**src/rtl/keypad_scan_controller.sv**
```systemverilog
// keypad_scan_controller
// Scans a 4x4 matrix keypad one column at a time, freezes on a responding
// row, debounces press and release, and hands one key code per physical
// press to the consumer over a valid/ack handshake.

module keypad_scan_controller #(
  parameter int DWELL    = 4,
  parameter int DEBOUNCE = 4
) (
  input  logic       slow_clk,
  input  logic       rst,
  input  logic [3:0] row_in,
  output logic [3:0] col_out,
  output logic [1:0] column_index,
  output logic [3:0] key_code,
  output logic       key_valid,
  input  logic       key_ack,
  output logic       key_overrun
);

  localparam logic [3:0] DWELL_LAST = 4'(DWELL - 1);
  localparam logic [3:0] DEB_LAST   = 4'(DEBOUNCE - 1);

  typedef enum logic [1:0] {
    SCAN     = 2'd0,
    PRESS_DB = 2'd1,
    HOLD     = 2'd2
  } state_t;

  state_t     state_r;
  state_t     state_nxt_s;
  logic [3:0] sync1_r;
  logic [3:0] sync2_r;
  logic [3:0] dwell_cnt_r;
  logic [3:0] dwell_nxt_s;
  logic [3:0] db_cnt_r;
  logic [3:0] db_nxt_s;
  logic [1:0] row_idx_r;
  logic [1:0] column_index_r;
  logic [1:0] index_nxt_s;
  logic [3:0] col_out_r;
  logic [3:0] key_code_r;
  logic [3:0] code_nxt_s;
  logic       key_valid_r;
  logic       valid_nxt_s;
  logic       key_overrun_r;
  logic       overrun_nxt_s;
  logic [3:0] rows_s;
  logic       latched_bit_s;
  logic       dwell_done_s;
  logic       db_done_s;
  logic       advance_s;
  logic       accept_s;
  logic       latch_s;

  // Lowest-numbered active row wins when several keys share a column.
  function automatic logic [1:0] lowest_row(input logic [3:0] rows);
    if (rows[0]) begin
      lowest_row = 2'd0;
    end else if (rows[1]) begin
      lowest_row = 2'd1;
    end else if (rows[2]) begin
      lowest_row = 2'd2;
    end else begin
      lowest_row = 2'd3;
    end
  endfunction

  // Column strobe is decoded from the index so the two can never disagree.
  function automatic logic [3:0] col_decode(input logic [1:0] idx);
    case (idx)
      2'd0:    col_decode = 4'b0001;
      2'd1:    col_decode = 4'b0010;
      2'd2:    col_decode = 4'b0100;
      2'd3:    col_decode = 4'b1000;
      default: col_decode = 4'b0001;
    endcase
  endfunction

  assign rows_s        = sync2_r;
  assign latched_bit_s = sync2_r[row_idx_r];
  assign dwell_done_s  = (dwell_cnt_r == DWELL_LAST);
  assign db_done_s     = (db_cnt_r == DEB_LAST);

  // State register.
  always_ff @(posedge slow_clk or negedge rst) begin
    if (!rst) begin
      state_r <= SCAN;
    end else begin
      state_r <= state_nxt_s;
    end
  end

  // Next-state decision from dwell expiry and the latched row's debounce.
  always_comb begin
    state_nxt_s = state_r;
    case (state_r)
      SCAN: begin
        if (dwell_done_s && (rows_s != 4'b0000)) begin
          state_nxt_s = PRESS_DB;
        end else begin
          state_nxt_s = SCAN;
        end
      end
      PRESS_DB: begin
        if (!latched_bit_s) begin
          state_nxt_s = SCAN;
        end else if (db_done_s) begin
          state_nxt_s = HOLD;
        end else begin
          state_nxt_s = PRESS_DB;
        end
      end
      HOLD: begin
        if (!latched_bit_s && db_done_s) begin
          state_nxt_s = SCAN;
        end else begin
          state_nxt_s = HOLD;
        end
      end
      default: state_nxt_s = SCAN;
    endcase
  end

  // Per-state counter updates plus the advance / latch / accept strobes.
  always_comb begin
    advance_s   = 1'b0;
    accept_s    = 1'b0;
    latch_s     = 1'b0;
    dwell_nxt_s = dwell_cnt_r;
    db_nxt_s    = db_cnt_r;
    case (state_r)
      SCAN: begin
        if (dwell_done_s) begin
          if (rows_s == 4'b0000) begin
            advance_s   = 1'b1;
            dwell_nxt_s = 4'd0;
          end else begin
            latch_s  = 1'b1;
            db_nxt_s = 4'd0;
          end
        end else begin
          dwell_nxt_s = dwell_cnt_r + 4'd1;
        end
      end
      PRESS_DB: begin
        if (!latched_bit_s) begin
          advance_s   = 1'b1;
          dwell_nxt_s = 4'd0;
        end else if (db_done_s) begin
          accept_s = 1'b1;
          db_nxt_s = 4'd0;
        end else begin
          db_nxt_s = db_cnt_r + 4'd1;
        end
      end
      HOLD: begin
        if (latched_bit_s) begin
          db_nxt_s = 4'd0;
        end else if (db_done_s) begin
          advance_s   = 1'b1;
          dwell_nxt_s = 4'd0;
        end else begin
          db_nxt_s = db_cnt_r + 4'd1;
        end
      end
      default: begin
        advance_s   = 1'b1;
        dwell_nxt_s = 4'd0;
        db_nxt_s    = 4'd0;
      end
    endcase
  end

  // Column index and handshake next values; a new key always beats an ack.
  always_comb begin
    code_nxt_s    = key_code_r;
    valid_nxt_s   = key_valid_r;
    overrun_nxt_s = 1'b0;
    if (advance_s) begin
      index_nxt_s = column_index_r + 2'd1;
    end else begin
      index_nxt_s = column_index_r;
    end
    if (accept_s) begin
      code_nxt_s    = {row_idx_r, column_index_r};
      valid_nxt_s   = 1'b1;
      overrun_nxt_s = key_valid_r & ~key_ack;
    end else if (key_valid_r && key_ack) begin
      valid_nxt_s = 1'b0;
    end else begin
      valid_nxt_s = key_valid_r;
    end
  end

  // Row synchronizer, counters, column drive and handshake registers.
  always_ff @(posedge slow_clk or negedge rst) begin
    if (!rst) begin
      sync1_r        <= 4'b0000;
      sync2_r        <= 4'b0000;
      dwell_cnt_r    <= 4'd0;
      db_cnt_r       <= 4'd0;
      row_idx_r      <= 2'd0;
      column_index_r <= 2'd0;
      col_out_r      <= 4'b0001;
      key_code_r     <= 4'd0;
      key_valid_r    <= 1'b0;
      key_overrun_r  <= 1'b0;
    end else begin
      sync1_r        <= row_in;
      sync2_r        <= sync1_r;
      dwell_cnt_r    <= dwell_nxt_s;
      db_cnt_r       <= db_nxt_s;
      if (latch_s) begin
        row_idx_r <= lowest_row(rows_s);
      end else begin
        row_idx_r <= row_idx_r;
      end
      column_index_r <= index_nxt_s;
      col_out_r      <= col_decode(index_nxt_s);
      key_code_r     <= code_nxt_s;
      key_valid_r    <= valid_nxt_s;
      key_overrun_r  <= overrun_nxt_s;
    end
  end

  assign col_out      = col_out_r;
  assign column_index = column_index_r;
  assign key_code     = key_code_r;
  assign key_valid    = key_valid_r;
  assign key_overrun  = key_overrun_r;

endmodule

```
**config.mk**
```make
export PLATFORM = sky130hd
export DESIGN_NAME = keypad_scan_controller
export DESIGN_NICKNAME = d
export VERILOG_FILES = /design/src/rtl/keypad_scan_controller.sv
export SDC_FILE = /design/constraint.sdc
export NUM_CORES = 1
export LEC_CHECK = 0
export BUFFER_PORTS_ARGS = -buffer_cell sky130_fd_sc_hd__buf_2
export CAP_MARGIN = 0
export CORE_MARGIN = 5
export CORE_UTILIZATION = 48
export CTS_BUF_LIST = sky130_fd_sc_hd__clkbuf_4 sky130_fd_sc_hd__clkbuf_8
export DETAILED_ROUTE_END_ITERATION = 6
export PLACE_DENSITY = 0.68
export SETUP_SLACK_MARGIN = 0.5
export SYNTH_ARGS = -nofsm -noshare
export SYNTH_HDL_FRONTEND = slang
export SYNTH_SLANG_ARGS = --single-unit
```
**constraint.sdc**
```tcl
create_clock -name slow_clk -period 3.26 [get_ports slow_clk]
set_clock_uncertainty 0.2 [all_clocks]
set_input_delay 0 -clock slow_clk [delete_from_list [all_inputs] [get_ports slow_clk]]
set_output_delay 0 -clock slow_clk [all_outputs]
set_load 0.01 [all_outputs]
```
==> flow_metrics.tcl, run 1 <==
set metrics [dict create \
    status "complete, no violations" \
    antenna_cells 0 \
    fmax_mhz 434 \
    grt_max_degree 33 \
    synthAdderAreaFrac 0.0515 \
    insertion_delay_ps 330 \
    drv_slew 0 \
    path_class "reg2reg" \
    synth_flop_cell "dfrtp_1" \
    syn_avg_cell_area_um2 11.8 \
    whs_ps 50.6 \
    antenna_found_initial 0 \
    rows 20 \
    numCtsBuffers 5 \
    setup_tns_ps 0 \
    rsz0062_at_grt "false" \
    cap_violations 0 \
    leakagePower_nw 0.789 \
    synth_edf_count 0 \
    end_kind "flop" \
    fin_crit_sh 0.707 \
    initial_core_util 0.490 \
    die_h_um 65.1 \
    arrival_ps 2320 \
    met2_usage 0.231 \
    boundaryPins 19 \
    synth_xor_area_frac 0.00600 \
    synthSimpleGateAreaFrac 0.167 \
    syn-num-nets 137 \
    dr.pass1.iters 4 \
    wire_per_inst_um 13.6 \
    final_layout_size_suffix_gt1_frac 0.273 \
    port_buffers 18 \
    grt_pass1_vias 1066 \
    fin_crit_ps 2310 \
    synthArstFlopShare 1.00 \
    grt_first_pass_wirelength_um 4550 \
    drt-initial-drc-count 32 \
    ys_ff_latch 32 \
    layout.nets 166 \
    min_path_type "in2async" \
    p_per_area_nw_per_um2 669 \
    syn_inst 124 \
    placed_cells 173 \
    synth_mux_area_frac 0.0678 \
    cts_max_level 2 \
    ir_drop_mv 0.326 \
    setup_viol 0 \
    drc 0 \
    tightest_slew_ps 702 \
    ys_warn_count 0 \
    cts_tree "built" \
    totalPowerFinal_mw 1.14 \
    gp_congestion 0.798 \
    area_growth_pct 16.6 \
    use_met1 0.172 \
    place_worst_setup_slack_ps 955 \
    final_antenna_net_count 0 \
    cts.sinks 32 \
    dpl.hpwl_um 1830 \
    drt-total-wl_um 2550 \
    worstSetupStartpointType "flop" \
    grt_use_total 0.140 \
    hold_violations 0 \
    synth_top_family_by_area "simple AND/OR/NAND/NOR gates" \
    required_ps 3270 \
    syn_area_um2 1460 \
    top_usage_layer "met2" \
    vias_per_cell 5.49 \
    path_max_fanout 6 \
    relSlewSlack 0.532 \
    fin_ws_ps 954 \
    clockBufferDepth 2 \
    dieArea_um2 4240 \
    cts_root_buf "clkbuf_4" \
    die_x_um 65.1 \
    clk_pin_slew_ps 100 \
    met3_usage 0.0462 \
    instances_no_fill 187 \
    yosysUniqueCellTypes 42 \
    synth-compound-area-share 0.130 \
    yosysSeqAreaShare 0.550 \
    core_um2 2980 \
    gr-total-overflow 0 \
    num_vias 1027 \
]
-- layout by cell type, fill, tap and decap left out, types with 2 or more instances in the layout --
cell	Yosys	final
nand2_1	7	7
nand3_1	6	6
buf_2	0	18
a21oi_1	2	2
nor3b_1	5	5
nor2_1	3	3
o211ai_1	2	2
o21ai_0	5	5
nand4bb_1	2	2
mux2i_1	2	2
o31ai_1	2	2
dlygate4sd3_1	0	6
or2_2	2	2
clkbuf_4	0	7
o22ai_1	4	4
mux2_2	5	5
nor3_1	3	3
nand2b_1	4	4
dfrtp_1	31	31
inv_1	9	9
ha_1	6	6
-- synthesized netlist by cell type, drive strengths merged (3+ instances only) --
master,instances,area [um2]
inv,9,33.8
a21oi,3,26.3
nand2,8,32.5
dfrtp,31,776
o22ai,4,25.0
mux2,5,56.3
nand3,6,30.0
nor3,3,15.0
ha,6,75.1
nor3b,5,37.5
nor2,3,11.3
o21ai,6,33.8
nand2b,4,25.0
-- report_power, final --
part           total (mW)  internal (mW)  leakage (nW)  switching [mW]
Sequential          0.536          0.474         0.408          0.0625
Combinational       0.374          0.171         0.344           0.203
Clock               0.228          0.101        0.0361           0.128
Total                1.14          0.745         0.789           0.393
-- cells by family after synthesis --
logic type	after synthesis
AO/OA/AOI/OAI	25
flip-flops	32
buffers and inverters	11
multiplexers	8
AND/OR/NAND/NOR	41
XOR/XNOR	1
adder cells (fa/ha/maj)	6
-- flip-flops by register name, indices dropped and copies added, names as in the netlist --
name          count
col_out           4
column_index      2
db_cnt_r          4
dwell_cnt_r       4
key_code          4
key_overrun       1
key_valid         1
row_idx_r         2
rows_s            4
state_r           2
sync1_r           4
-- what timing repair did --
action                                 CTS  global route
endpoints found under the hold margin   38             0
gates resized for setup                  0             0
buffers inserted                         0             0
hold buffers                             6             0
-- critical path, stage by stage (launching register included) --
cell and delay, ps:
dfrtp_1 400, ha_1 200, nor3b_1 560, nand3_1 280
nand3_1 210, mux2_2 350
-- metal layers --
metal	wire length (um)	vias to the layer above
li1	-	503
met1	1190	501
met2	1210	18
met3	111	5
met4	35	0
met5	0	-
-- cell type report --
class	instances	area [um2]
well taps	33	41.3
flip-flops and latches	32	802
inverters	9	33.8
fillers	250	1280
multi-input cells	81	616
clock buffers	7	52.6
clock inverters	1	5.00
repair buffers	24	150
-- final timing paths --
path	start	cells after the start	slack (ps)	to
worst min-delay path	rst	2	50	db_cnt_r[2]
worst max register to register	dwell_cnt_r[0]	5	950	dwell_cnt_r[0]
worst min register to register	sync1_r[0]	0	160	rows_s[0]
max in group asynchronous	rst	2	2350	key_code[0]
min in group slow_clk	row_in[1]	2	120	sync1_r[1]
worst max-delay path	dwell_cnt_r[0]	5	950	dwell_cnt_r[0]
-- metrics by stage --
stage | utilization | cell area (um2)
after floorplan | - | 1460
after global placement | 0.532 | 1580
after detailed placement | 0.532 | 1580
after CTS | 0.571 | 1700
after global routing | 0.571 | 1700
final | 0.571 | 1700
Power figures use the tool's default switching activity.
==> run 2: changes to the inputs <==
--- a/config.mk
+++ b/config.mk
@@ -5,6 +5,7 @@
 export SDC_FILE = /design/constraint.sdc
 export NUM_CORES = 1
 export LEC_CHECK = 0
+export ABC_AREA = 1
 export BUFFER_PORTS_ARGS = -buffer_cell sky130_fd_sc_hd__buf_2
 export CAP_MARGIN = 0
 export CORE_MARGIN = 5
==> constraint.sdc (replaced) <==
create_clock -name slow_clk -period 2.2 [get_ports slow_clk]
set_clock_uncertainty 0.2 [all_clocks]
set_input_delay 0 -clock slow_clk [delete_from_list [all_inputs] [get_ports slow_clk]]
set_output_delay 0 -clock slow_clk [all_outputs]
set_load 0.01 [all_outputs]
==> run 2 against run 1 <==
Sequential share of layout area shrank 5.8 points; wire length rose by 22%; combinational power rose by 150%; highest routed layer unchanged; register-to-register slack lost 430 ps; die area increased by 3.5%; utilization is 6.5 points higher.
==> flow_metrics.tcl, run 2 <==
set metrics [dict create \
    status "complete, no violations" \
    syn_inst 167 \
    route.met2.wl_um 1610 \
    synth_edf_count 0 \
    m1WireLength_um 1320 \
    yosysTopAreaCellShare 0.511 \
    required_ps 2240 \
    ys_warn_count 0 \
    path_max_fanout 5 \
    fin_crit_ps 1670 \
    synth_top_area_cell "dfrtp_1" \
    cts_max_level 2 \
    drt-total-wl_um 3100 \
    dieArea_um2 4390 \
    ys_ff_latch 32 \
    crit_chain "inv_1 > ha_4 > nand3_2 > nor2_2 > nor2_4 > nand2_4 > nand2_1 > nand2_2 > nor2_2" \
    core_um2 3050 \
    layout.nets 216 \
    drv_slew 0 \
    grt_first_pass_wirelength_um 5240 \
    crit_slowest_cell "dfrtp_1" \
    place_area_um2 1660 \
    critical_path.endpoint "col_out[2]" \
    clk_pin_slew_ps 110 \
    dr.max_layer_used "met4" \
    synth_flop_cell "dfrtp_1" \
    yosysUniqueCellTypes 25 \
    ys_top_cells_by_count "nand2_1, dfrtp_1, nand3_1" \
    syn_area_um2 1520 \
    drt-initial-drc-count 47 \
    cts_root_buf "clkbuf_4" \
    fin_crit_sh 0.760 \
    cts_tree "built" \
    nFillCells 263 \
    grt_max_degree 33 \
    boundaryPins 19 \
    dpl.hpwl_um 2000 \
    end_kind "flop" \
    antenna_found_initial 0 \
    final_layout_size_suffix_gt1_frac 0.328 \
    critPathMaxStageDelay_ps 410 \
    gp_congestion 0.874 \
    rsz0062_at_grt "true" \
    yosysSeqAreaShare 0.528 \
    hold_violations 0 \
    clockBufferDepth 2 \
    arrival_ps 1720 \
    setup_tns_ps 0 \
    rows 20 \
    reg2reg_depth 9 \
    port_buffers 18 \
    syn-num-nets 180 \
    yosys-top-cells-area "dfrtp_1, nand2_1, nand3_1" \
    setup_viol 0 \
    final_antenna_net_count 0 \
    r2r_end "col_out[2]" \
    yosysMostFrequentCell "nand2_1" \
    numCtsBuffers 5 \
    cp_common_cell "nor2_2" \
    p_per_area_nw_per_um2 1140 \
    syn_avg_cell_area_um2 9.10 \
    r2r_slack_ps 530 \
    area_growth_pct 27.8 \
    r2r_start "state_r[1]" \
    relSlewSlack 0.532 \
    min_path_type "in2async" \
    cap_violations 0 \
    antenna_cells 0 \
    die_x_um 66.3 \
    drc 0 \
    insertion_delay_ps 340 \
    worstSetupStartpointType "flop" \
    grt_pass1_vias 1213 \
    ir_drop_mv 0.697 \
    cts.sinks 32 \
    leakagePower_nw 0.994 \
    grt_use_total 0.159 \
    fmax_mhz 598 \
    final_area_um2 1940 \
    wl_met3_um 104 \
    tightest_slew_ps 701 \
    num_vias 1210 \
    initial_core_util 0.498 \
    path_class "reg2reg" \
    vias_per_cell 4.88 \
    worstSetupStartpoint "state_r[1]" \
    dr.pass1.iters 4 \
    most-common-layout-cells "nand2_1, dfrtp_1, buf_2, nand3_1, inv_1" \
    gr-total-overflow 0 \
    final_common_cell "nand2_1" \
    synthArstFlopShare 1.00 \
    wire_per_inst_um 12.5 \
    die_h_um 66.3 \
]
-- run 2: changes by cell type after synthesis, sizes merged, moves of 3 or more --
cell    delta
nand3b     +3
o21ai      +4
nor2      +12
nand2b     -4
xor2       +3
nand2     +44
inv        +7
nor3b      -5
nand3     +13
o22ai      -4
mux2       -5
-- run 2: per-stage QoR --
stage | setup slack, ps | total power [mW] | utilization | std cells | hold WS, ps
after CTS | 479 | 2.08 | 0.595 | 242 | 57.1
after floorplan | 603 | 1.39 | - | 167 | -496
after global placement | 492 | 1.56 | 0.543 | 228 | -123
final | 528 | 2.20 | 0.636 | 248 | 23.8
after detailed placement | 436 | 1.59 | 0.543 | 228 | -111
after global routing | 442 | 2.38 | 0.636 | 248 | 74.5
-- run 2: repair_timing --
action                                  4_1_cts  5_1_grt
hold buffers                                  6        0
resized for setup                             4       18
endpoints found under the hold margin        38        0
pin swaps                                     0        6
buffers inserted                              0        6
endpoints found under the setup margin       17       21
-- run 2: power by group --
| group | internal (mW) | switching (mW) |
|---|---|---|
| sequential | 0.717 | 0.100 |
| combinational | 0.374 | 0.549 |
| clock | 0.243 | 0.220 |
| total | 1.33 | 0.870 |
-- run 2: how the worst min path moves through the flow --
stage	endpoint	depth (start not counted)	slack, ps
floorplan	col_out[1]	0	-500
global placement	rows_s[3]	1	-120
detailed placement	dwell_cnt_r[2]	1	-110
CTS	dwell_cnt_r[2]	2	60
global route	sync1_r[3]	2	70
finish	rows_s[3]	2	20
-- run 2: final cells by class --
class	instances	area (um2)	area share
Tap cell	44	55.1	0.0284
Sequential cell	32	802	0.413
Clock buffer	5	37.5	0.0193
Multi-Input combinational cell	118	744	0.384
Timing Repair Buffer	30	195	0.101
Inverter	16	60.1	0.0309
Clock inverter	3	46.3	0.0239
-- run 2: logic make-up after synthesis --
kind of cell	count (synthesis)	share of synthesized area
fa+ha+maj	6	0.0494
xor+xnor	4	0.0231
flops	32	0.528
buf+inv	17	0.0445
simple gates	93	0.293
compound gates	15	0.0618
-- run 2: layer usage --
| layer | vias up | track usage |
|---|---|---|
| met5 | - | 0 |
| met4 | 0 | 0.0609 |
| met3 | 9 | 0.0527 |
| met2 | 22 | 0.275 |
| met1 | 570 | 0.178 |
| li1 | 609 | - |
-- run 2: critical path: cells and delay by family, from the launching register on --
| family | cells | cell delay (ps) |
|---|---|---|
| buffers and inverters | 1 | 140 |
| adder cells (fa/ha/maj) | 1 | 180 |
| flip-flops | 1 | 410 |
| AND/OR/NAND/NOR | 7 | 630 |
